<file path="src/rtl/imem_fetch_unit_if.sv">
// Fetch request/response bus between the PC/fetch logic (master) and the
// instruction memory (slave).
interface imem_fetch_unit_if #(
    parameter int ADDR_W = 32
);
    logic              req_valid;
    logic              req_ready;
    logic [ADDR_W-1:0] req_pc;
    logic              rsp_valid;
    logic              rsp_ready;
    logic [31:0]       rsp_inst;
    logic [ADDR_W-1:0] rsp_pc;
    logic [1:0]        rsp_fault;

    modport master (
        output req_valid, req_pc, rsp_ready,
        input  req_ready, rsp_valid, rsp_inst, rsp_pc, rsp_fault
    );

    modport slave (
        input  req_valid, req_pc, rsp_ready,
        output req_ready, rsp_valid, rsp_inst, rsp_pc, rsp_fault
    );
endinterface

</file>
<file path="src/rtl/imem_fetch_unit.sv">
// Synchronous-read instruction memory with a two-entry response FIFO, flush and
// fault reporting. Define IMEM_LOAD_PORT_EN to add the program-load write port.
module imem_fetch_unit #(
    parameter int          DEPTH    = 64,
    parameter int          ADDR_W   = 32,
    parameter logic [31:0] NOP_INST = 32'h0000_0013
) (
    input  logic                     clk,
    input  logic                     rst_n,
    input  logic                     flush,
    imem_fetch_unit_if.slave         bus
`ifdef IMEM_LOAD_PORT_EN
    ,
    input  logic                     load_en,
    input  logic [$clog2(DEPTH)-1:0] load_addr,
    input  logic [31:0]              load_data
`endif
);
    localparam int IDX_W = $clog2(DEPTH);

    typedef struct packed {
        logic [31:0]       inst;
        logic [ADDR_W-1:0] pc;
        logic [1:0]        fault;
    } rsp_t;

    logic [31:0] mem [DEPTH] = '{default: NOP_INST};

    rsp_t       ent [2];
    rsp_t       new_ent;
    logic [1:0] count;
    logic [1:0] base;
    logic       push;
    logic       pop;
    logic       blocked;
    logic       misaligned;
    logic       out_of_range;

`ifdef IMEM_LOAD_PORT_EN
    assign blocked = flush || load_en;

    // Writes are independent of the response path; fetch is held off while loading.
    always_ff @(posedge clk) begin
        if (load_en) mem[load_addr] <= load_data;
    end
`else
    assign blocked = flush;
`endif

    assign bus.req_ready = (count != 2'd2) && !blocked && rst_n;
    assign bus.rsp_valid = (count != 2'd0);
    assign bus.rsp_inst  = ent[0].inst;
    assign bus.rsp_pc    = ent[0].pc;
    assign bus.rsp_fault = ent[0].fault;

    assign push = bus.req_valid && bus.req_ready;
    assign pop  = bus.rsp_valid && bus.rsp_ready;

    // Word index >= DEPTH is equivalent to any bit above the index being set.
    assign misaligned   = |bus.req_pc[1:0];
    assign out_of_range = |bus.req_pc[ADDR_W-1:IDX_W+2];

    always_comb begin
        new_ent       = '0;
        new_ent.pc    = bus.req_pc;
        new_ent.fault = {out_of_range, misaligned};
        new_ent.inst  = (misaligned || out_of_range) ? NOP_INST
                                                     : mem[bus.req_pc[IDX_W+1:2]];
    end

    // Slot the new entry lands in once this cycle's pop has been applied.
    assign base = count - {1'b0, pop};

    always_ff @(posedge clk or negedge rst_n) begin
        if (!rst_n) begin
            count  <= 2'd0;
            ent[0] <= '0;
            ent[1] <= '0;
        end else if (flush) begin
            count <= 2'd0;
        end else begin
            if (pop)  ent[0] <= ent[1];
            if (push) ent[base[0]] <= new_ent;
            count <= base + {1'b0, push};
        end
    end
endmodule

</file>
<file path="src/flat_wrapper.sv">
// flat-port wrapper written by rule: the top's interface ports become plain ports
module imem_fetch_unit_flat 
#(
    parameter int          DEPTH    = 64,
    parameter int          ADDR_W   = 32,
    parameter logic [31:0] NOP_INST = 32'h0000_0013
)
  (clk, rst_n, flush, bus_req_valid, bus_req_pc, bus_rsp_ready, bus_req_ready, bus_rsp_valid, bus_rsp_inst, bus_rsp_pc, bus_rsp_fault);
  imem_fetch_unit_if #(.ADDR_W(ADDR_W)) bus_i ();
  input  logic clk;
  input  logic rst_n;
  input  logic flush;
  input wire logic [$bits(bus_i.req_valid)-1:0] bus_req_valid;
  input wire logic [$bits(bus_i.req_pc)-1:0] bus_req_pc;
  input wire logic [$bits(bus_i.rsp_ready)-1:0] bus_rsp_ready;
  output wire logic [$bits(bus_i.req_ready)-1:0] bus_req_ready;
  output wire logic [$bits(bus_i.rsp_valid)-1:0] bus_rsp_valid;
  output wire logic [$bits(bus_i.rsp_inst)-1:0] bus_rsp_inst;
  output wire logic [$bits(bus_i.rsp_pc)-1:0] bus_rsp_pc;
  output wire logic [$bits(bus_i.rsp_fault)-1:0] bus_rsp_fault;
  assign bus_i.req_valid = bus_req_valid;
  assign bus_i.req_pc = bus_req_pc;
  assign bus_i.rsp_ready = bus_rsp_ready;
  assign bus_req_ready = bus_i.req_ready;
  assign bus_rsp_valid = bus_i.rsp_valid;
  assign bus_rsp_inst = bus_i.rsp_inst;
  assign bus_rsp_pc = bus_i.rsp_pc;
  assign bus_rsp_fault = bus_i.rsp_fault;
  imem_fetch_unit #(.DEPTH(DEPTH), .ADDR_W(ADDR_W), .NOP_INST(NOP_INST)) u_core (.clk(clk), .rst_n(rst_n), .flush(flush), .bus(bus_i));
endmodule
</file>
<file path="config.mk">
export PLATFORM = sky130hd
export DESIGN_NAME = imem_fetch_unit_flat
export DESIGN_NICKNAME = d
export VERILOG_FILES = /design/src/rtl/imem_fetch_unit_if.sv /design/src/rtl/imem_fetch_unit.sv /design/src/flat_wrapper.sv
export SDC_FILE = /design/constraint.sdc
export NUM_CORES = 1
export LEC_CHECK = 0
export ABC_AREA = 1
export BUFFER_PORTS_ARGS = -buffer_cell sky130_fd_sc_hd__buf_2
export CORE_MARGIN = 2
export CORE_UTILIZATION = 40
export CTS_CLUSTER_SIZE = 10
export DETAILED_ROUTE_END_ITERATION = 8
export HOLD_SLACK_MARGIN = 0.05
export PLACE_DENSITY_LB_ADDON = 0.25
export SLEW_MARGIN = 15
export SYNTH_ARGS = -nofsm -noshare
export SYNTH_HDL_FRONTEND = slang
export SYNTH_SLANG_ARGS = --single-unit
</file>
<file path="constraint.sdc">
create_clock -name clk -period 2.23 [get_ports clk]
set_input_delay 0.223 -clock clk [delete_from_list [all_inputs] [get_ports clk]]
set_output_delay 0.223 -clock clk [all_outputs]
set_load 0.01 [all_outputs]
</file>
==> results of run 1 <==
-- routing by layer --
| metal | wire [um] | vias up |
|---|---|---|
| li1 | - | 2474 |
| met1 | 6620 | 2188 |
| met2 | 6520 | 111 |
| met3 | 712 | 12 |
| met4 | 140 | 0 |
| met5 | 0 | - |
-- cell usage after synthesis (all sizes together) (2+ instances only) --
| library cell | count | area, um2 |
|---|---|---|
| buf | 96 | 649 |
| clkbuf | 8 | 30.0 |
| dfrtp | 134 | 3350 |
| ha | 2 | 25.0 |
| inv | 104 | 393 |
| nand2 | 249 | 955 |
| nand3 | 70 | 363 |
| nand4 | 2 | 18.8 |
| nor2 | 79 | 319 |
| o211ai | 3 | 22.5 |
| o21ai | 63 | 315 |
-- path summary, 6_finish.rpt --
check,endpoint,slack (ns),startpoint
worst min-delay path,register,0.07,bus_req_pc[4]
worst max register to register,u_core.bus.rsp_pc[6],0.38,u_core.count[0]
worst min register to register,u_core.ent[35],0.45,u_core.ent[35]
worst max-delay path,u_core.bus.rsp_pc[6],0.38,u_core.count[0]
min in group asynchronous,u_core.bus.rsp_inst[12],0.43,rst_n
max in group asynchronous,u_core.ent[40],1.11,rst_n
-- area by class of cell --
type | instances | area [um2]
Fill cell | 1599 | 8480
Sequential cell | 134 | 3350
Multi-Input combinational cell | 471 | 2040
Timing Repair Buffer | 118 | 697
Clock buffer | 21 | 470
Inverter | 104 | 393
Tap cell | 216 | 270
Clock inverter | 11 | 125
-- worst min-delay path: stages --
cell and delay, ns:
buf_2 0.09, inv_1 0.07, o21ai_1 0.07
-- report_power, final --
| group | internal [mW] | switching (mW) | total (mW) |
|---|---|---|---|
| Sequential | 3.57 | 0.665 | 4.24 |
| Clock | 1.73 | 1.05 | 2.78 |
| Combinational | 1.47 | 2.14 | 3.61 |
-- cell usage in the layout (no fill, tap or decap), types with 4 or more instances in the layout --
master	n
buf_4	8
clkbuf_16	17
o21ai_0	22
clkinv_4	4
dfrtp_1	134
inv_2	4
nand2_1	245
buf_12	5
inv_1	99
nor2_1	76
buf_2	103
o21ai_1	41
nand3_1	69
-- kinds of logic (layout without fill, tap and decap cells) --
| group | after synthesis | in the layout |
|---|---|---|
| AO/OA/AOI/OAI | 67 | 67 |
| XOR/XNOR | 2 | 2 |
| adder cells (fa/ha/maj) | 2 | 2 |
| buffers and inverters | 208 | 254 |
| flip-flops | 134 | 134 |
| AND/OR/NAND/NOR | 400 | 400 |
-- repair_timing --
action	in CTS	in global routing
endpoints found under the hold margin	134	0
hold buffers	1	0
buffers inserted	0	0
setup endpoints to repair	0	0
==> out/results.ini, run 1 <==
[synthesis]
synth_nets=852
synth_top_family_by_area=simple AND/OR/NAND/NOR gates
muxShareOfSynthArea_pct=0
yosys.area_share.simple_pct=25.6
ys_seq_area_share_pct=51.9
async_reset_ff_share_pct=100
synth_fa_ha_area_share_pct=0.387
synth-seq-cells=134
synth_compound_area_share_pct=5.30
ys_warn_count=0
synth_ff_type=dfrtp_1
synthXorXnorAreaFrac_pct=0.271
synth_area_um2=6470
synthDistinctLibCells=25
syn_avg_cell_area_um2=7.95
synth_edf_count=0
synth_cells=813

[timing]
clock_skew_ns=0.00835
max_freq_ghz=0.541
fin_crit_ns=1.85
final.setup.tns_ns=0
fin_crit_sh_pct=82.9
fin_ws_ns=0.382
rsz0062_at_grt=false
hold_slack_ns=0.0718
hold_violations=0
timing.slew.headroom_pct=45.9
slew_viol_final=0
setup_viol=0
worst_slew_pin_slew_ns=0.811

[power]
max-vdd-ir-drop_mv=0.644
leakagePower_nw=4.07
power_mw=10.6
power_density_nw_per_um2=1450

[placed_design]
dp_hpwl_um=8600
dp_slack_ns=0.363
io_buffers=104
post_dp_cell_area_um2=6740
gp_congestion=0.751
dp_cells=1042

[worst_setup_path]
r2r_cells=11
crit_buf_inv=4
crit_fanout=38
crit_path_end_kind=register
worst-path-stages=11
crit_type=reg2reg
cp-start-kind=register
path_cells=inv_1 > nand2_2 > nand2_4 > inv_4 > ha_1 > inv_2 > nor2_4 > buf_12 > nand2_1 > nand3_1 > nand2_1
crit_top_cell=nand2_1
cp_slowest_cell=ha_1
required_ns=2.54
critical_path.top_delay_family=simple AND/OR/NAND/NOR gates
cpPeakStageDelay_ns=0.36
worstPathArrival_ns=2.16

[clock_tree]
cts_tree=built
worstSkewPairLatency_ns=0.42
clk_path_buf_depth=2
cts.clk_slew.worst_paths_ns=0.06
cts_resized=0
cts-root-buf=clkbuf_16
cts_num_sinks=134
cts_buffers=17
h-tree-depth=4

[floorplanning]
ios=105
rows=46
start_util_pct=40.9
core_area_um2=15800
die-area_um2=17200
die_h_um=131
die_width_um=131

[detailed_routing]
drc_errors=0
via_per_inst=4.45
drtIter0Drc=362
drt_first_pass_iters=4
wl_per_cell_um=13.0
drt-total-wl_um=14000
ant_nets=0
vias=4785

[grt]
grt_pass1_wl_um=23500
gr-total-overflow=0
antenna_found_initial=0
gr-usage-met1_pct=22.2
use_met2_pct=27.5
top_usage_layer=met2
grtUsageMet3_pct=5.52
grt_pass1_vias=4611
grt_usage_pct=17.2
grt_max_degree=135

[layout]
stdcell_area_um2=7350
nNetsFinal=885
final_core_util_pct=46.4
fin_cells=1075
drive_gt1_share_pct=18.9
area_growth_pct=13.7
diodes=0

[hold_path]
hold_depth=3
hold_class=in2reg

[flow_run]
drv_cap=0

[outcome]
outcome=complete, no violations

(Power assumes the default switching activity.)
==> inputs of run 2 (changes only) <==
--- a/config.mk
+++ b/config.mk
@@ -5,7 +5,7 @@
 export SDC_FILE = /design/constraint.sdc
 export NUM_CORES = 1
 export LEC_CHECK = 0
-export ABC_AREA = 1
+export ABC_AREA = 0
 export BUFFER_PORTS_ARGS = -buffer_cell sky130_fd_sc_hd__buf_2
 export CORE_MARGIN = 2
 export CORE_UTILIZATION = 40
==> constraint.sdc (replaced) <==
create_clock -name clk -period 1.9 [get_ports clk]
set_input_delay 0.19 -clock clk [delete_from_list [all_inputs] [get_ports clk]]
set_output_delay 0.19 -clock clk [all_outputs]
set_load 0.01 [all_outputs]
==> out/results.ini, run 2 <==
[outcome]
outcome=finished with violations
violations=setup timing

[timing]
worst_slew_pin_slew_ns=0.729
hold_violations=0
fin_crit_ns=2.11
clock_skew_ns=0.00569
fin_ws_ns=-0.213
rsz0062_at_grt=true
fin_crit_sh_pct=111
max_freq_ghz=0.473
setup_viol=96
timing.slew.headroom_pct=51.4
hold_slack_ns=0.104
slew_viol_final=0

[synthesis]
synth_ff_type=dfrtp_1
ys_seq_area_share_pct=57.1
synth_top_area_share_pct=57.1
synth_area_leaders=dfrtp_1, buf_4, mux2_4
synth_commonest_cells=dfrtp_1, nand2_1, buf_4, a21oi_1, nor2_1
yosysTopAreaCell=dfrtp_1
async_reset_ff_share_pct=100
synth_cells=532
synth-seq-cells=134
synthDistinctLibCells=32
ys_warn_count=0
syn_avg_cell_area_um2=11.0
synth_edf_count=0
synth_area_um2=5870
synth_most_common_cell=dfrtp_1
synth_nets=571

[floorplanning]
die_width_um=125
core_area_um2=14400
start_util_pct=40.7
ios=105
rows=44
die_h_um=125
die-area_um2=15700

[layout]
fillers=1255
nNetsFinal=665
layout_common_cells=dfrtp_1, buf_2, nand2_1
final_common_cell=dfrtp_1
diodes=0
layout.area.seq_um2=3350
fin_cells=823
area_growth_pct=29.6
multi_input_area_um2=2100
final_core_util_pct=52.8
drive_gt1_share_pct=41.2

[grt]
grt_max_degree=135
grt_pass1_vias=4209
grt_pass1_wl_um=21200
antenna_found_initial=0
gr-total-overflow=0
grt_usage_pct=17.0

[worst_setup_path]
crit_buf_inv=2
required_ns=2.20
crit_path_end_kind=register
worstPathArrival_ns=2.42
cpPeakStageDelay_ns=0.57
crit_type=reg2reg
crit_fanout=35
cp-start-kind=register
cp_slowest_cell=or4b_4
path_cells=o21ai_2 > inv_2 > ha_4 > or4b_4 > buf_12 > mux2_4
critical_path.top_delay_family=simple AND/OR/NAND/NOR gates

[clock_tree]
clk_path_buf_depth=2
h-tree-depth=4
worstSkewPairLatency_ns=0.42
cts_tree=built
cts_num_sinks=134
cts_buffers=17
cts.clk_slew.worst_paths_ns=0.06
cts-root-buf=clkbuf_16

[hold_path]
hold_class=in2reg

[detailed_routing]
vias=4078
via_per_inst=4.96
ant_nets=0
drt_first_pass_iters=4
drc_errors=0
wl_per_cell_um=15.9
drt-total-wl_um=13100
drtIter0Drc=170

[power]
leakagePower_nw=3.66
max-vdd-ir-drop_mv=0.761
power_mw=10.7
power_density_nw_per_um2=1400

[placed_design]
dp_hpwl_um=8000
io_buffers=104
dp_cells=750
gp_congestion=0.827

[flow_run]
drv_cap=0

-- run 2: changes by cell type after synthesis, moves of 19 or more --
cell     delta
a21oi_1    +61
and2_1     +30
buf_2      -19
inv_1      -96
mux2_4     +32
nand2_1   -176
nand3_1    -66
nor2_1     -37
o21ai_0    -19
o21ai_1    -41
o22ai_1    +32
-- run 2: path summary, 6_finish.rpt --
kind	startpoint	depth (start not counted)	endpoint	slack, ns
max	u_core.count[1]	6	register	-0.21
min	bus_req_pc[9]	2	register	0.10
max reg2reg	u_core.count[1]	6	register	-0.21
min reg2reg	u_core.ent[63]	1	u_core.ent[63]	0.49
max in group asynchronous	rst_n	3	asynchronous set/reset pin	0.88
min in group asynchronous	rst_n	3	u_core.bus.rsp_inst[10]	0.46
-- run 2: cells by family (layout without fill, tap and decap cells) --
group,after synthesis,in the layout,synth area share (%)
DFF,134,134,57.1
and+or+nand+nor,159,159,12.5
AOI/OAI and AO/OA,101,101,9.71
xor gates and xnor gates,2,2,0.298
muxes,32,32,8.18
adders and majority gates,2,2,0.426
buffers and inverters,102,209,11.8
-- run 2: timing repair --
| item | in CTS | in global routing |
|---|---|---|
| buffers inserted | 3 | 2 |
| endpoints found under the hold margin | 165 | 0 |
| gates cloned | 3 | 2 |
| endpoints found under the setup margin | 103 | 120 |
| resized for setup | 16 | 59 |
| hold buffers | 32 | 0 |
| pin swaps | 21 | 39 |
-- run 2: worst reg2reg max path, delay by kind of cell, from the launching register on --
kind | cells | cell delay (ns)
flip-flops | 1 | 0.39
buffers and inverters | 2 | 0.28
AO/OA/AOI/OAI | 1 | 0.17
AND/OR/NAND/NOR | 1 | 0.57
adder cells (fa/ha/maj) | 1 | 0.24
multiplexers | 1 | 0.35
-- run 2: area by class of cell --
class	count	area share, %
Multi-Input combinational cell	296	27.7
Timing Repair Buffer	173	16.9
Clock buffer	21	6.18
Clock inverter	11	1.94
Sequential cell	134	44.1
Tap cell	184	3.02
Inverter	4	0.197
-- run 2: metal layers --
metal | part of all wire (%) | GRT usage, % | up-vias
met4 | 2.0 | 7.78 | 0
met3 | 5.1 | 5.05 | 23
met5 | 0 | 0 | -
met2 | 48 | 26.3 | 132
li1 | - | - | 1910
met1 | 45 | 22.2 | 2013
-- run 2: power breakdown --
group          total, mW  leakage [nW]  internal [mW]  switching (mW)
Combinational       3.17          1.67           1.69            1.48
Clock               3.39         0.303           2.17            1.22
Sequential          4.10          1.68           3.62           0.485
-- run 2: metrics by stage --
step	setup slack, ns	TNS, ns	instance area [um2]
floorplan	-0.200	-13.08	5910
global placement	-0.127	-6.93	6260
detailed placement	-0.163	-9.18	6260
CTS	-0.176	-10.03	7330
global route	-0.274	-19.34	7610
finish	-0.213	-12.19	7610
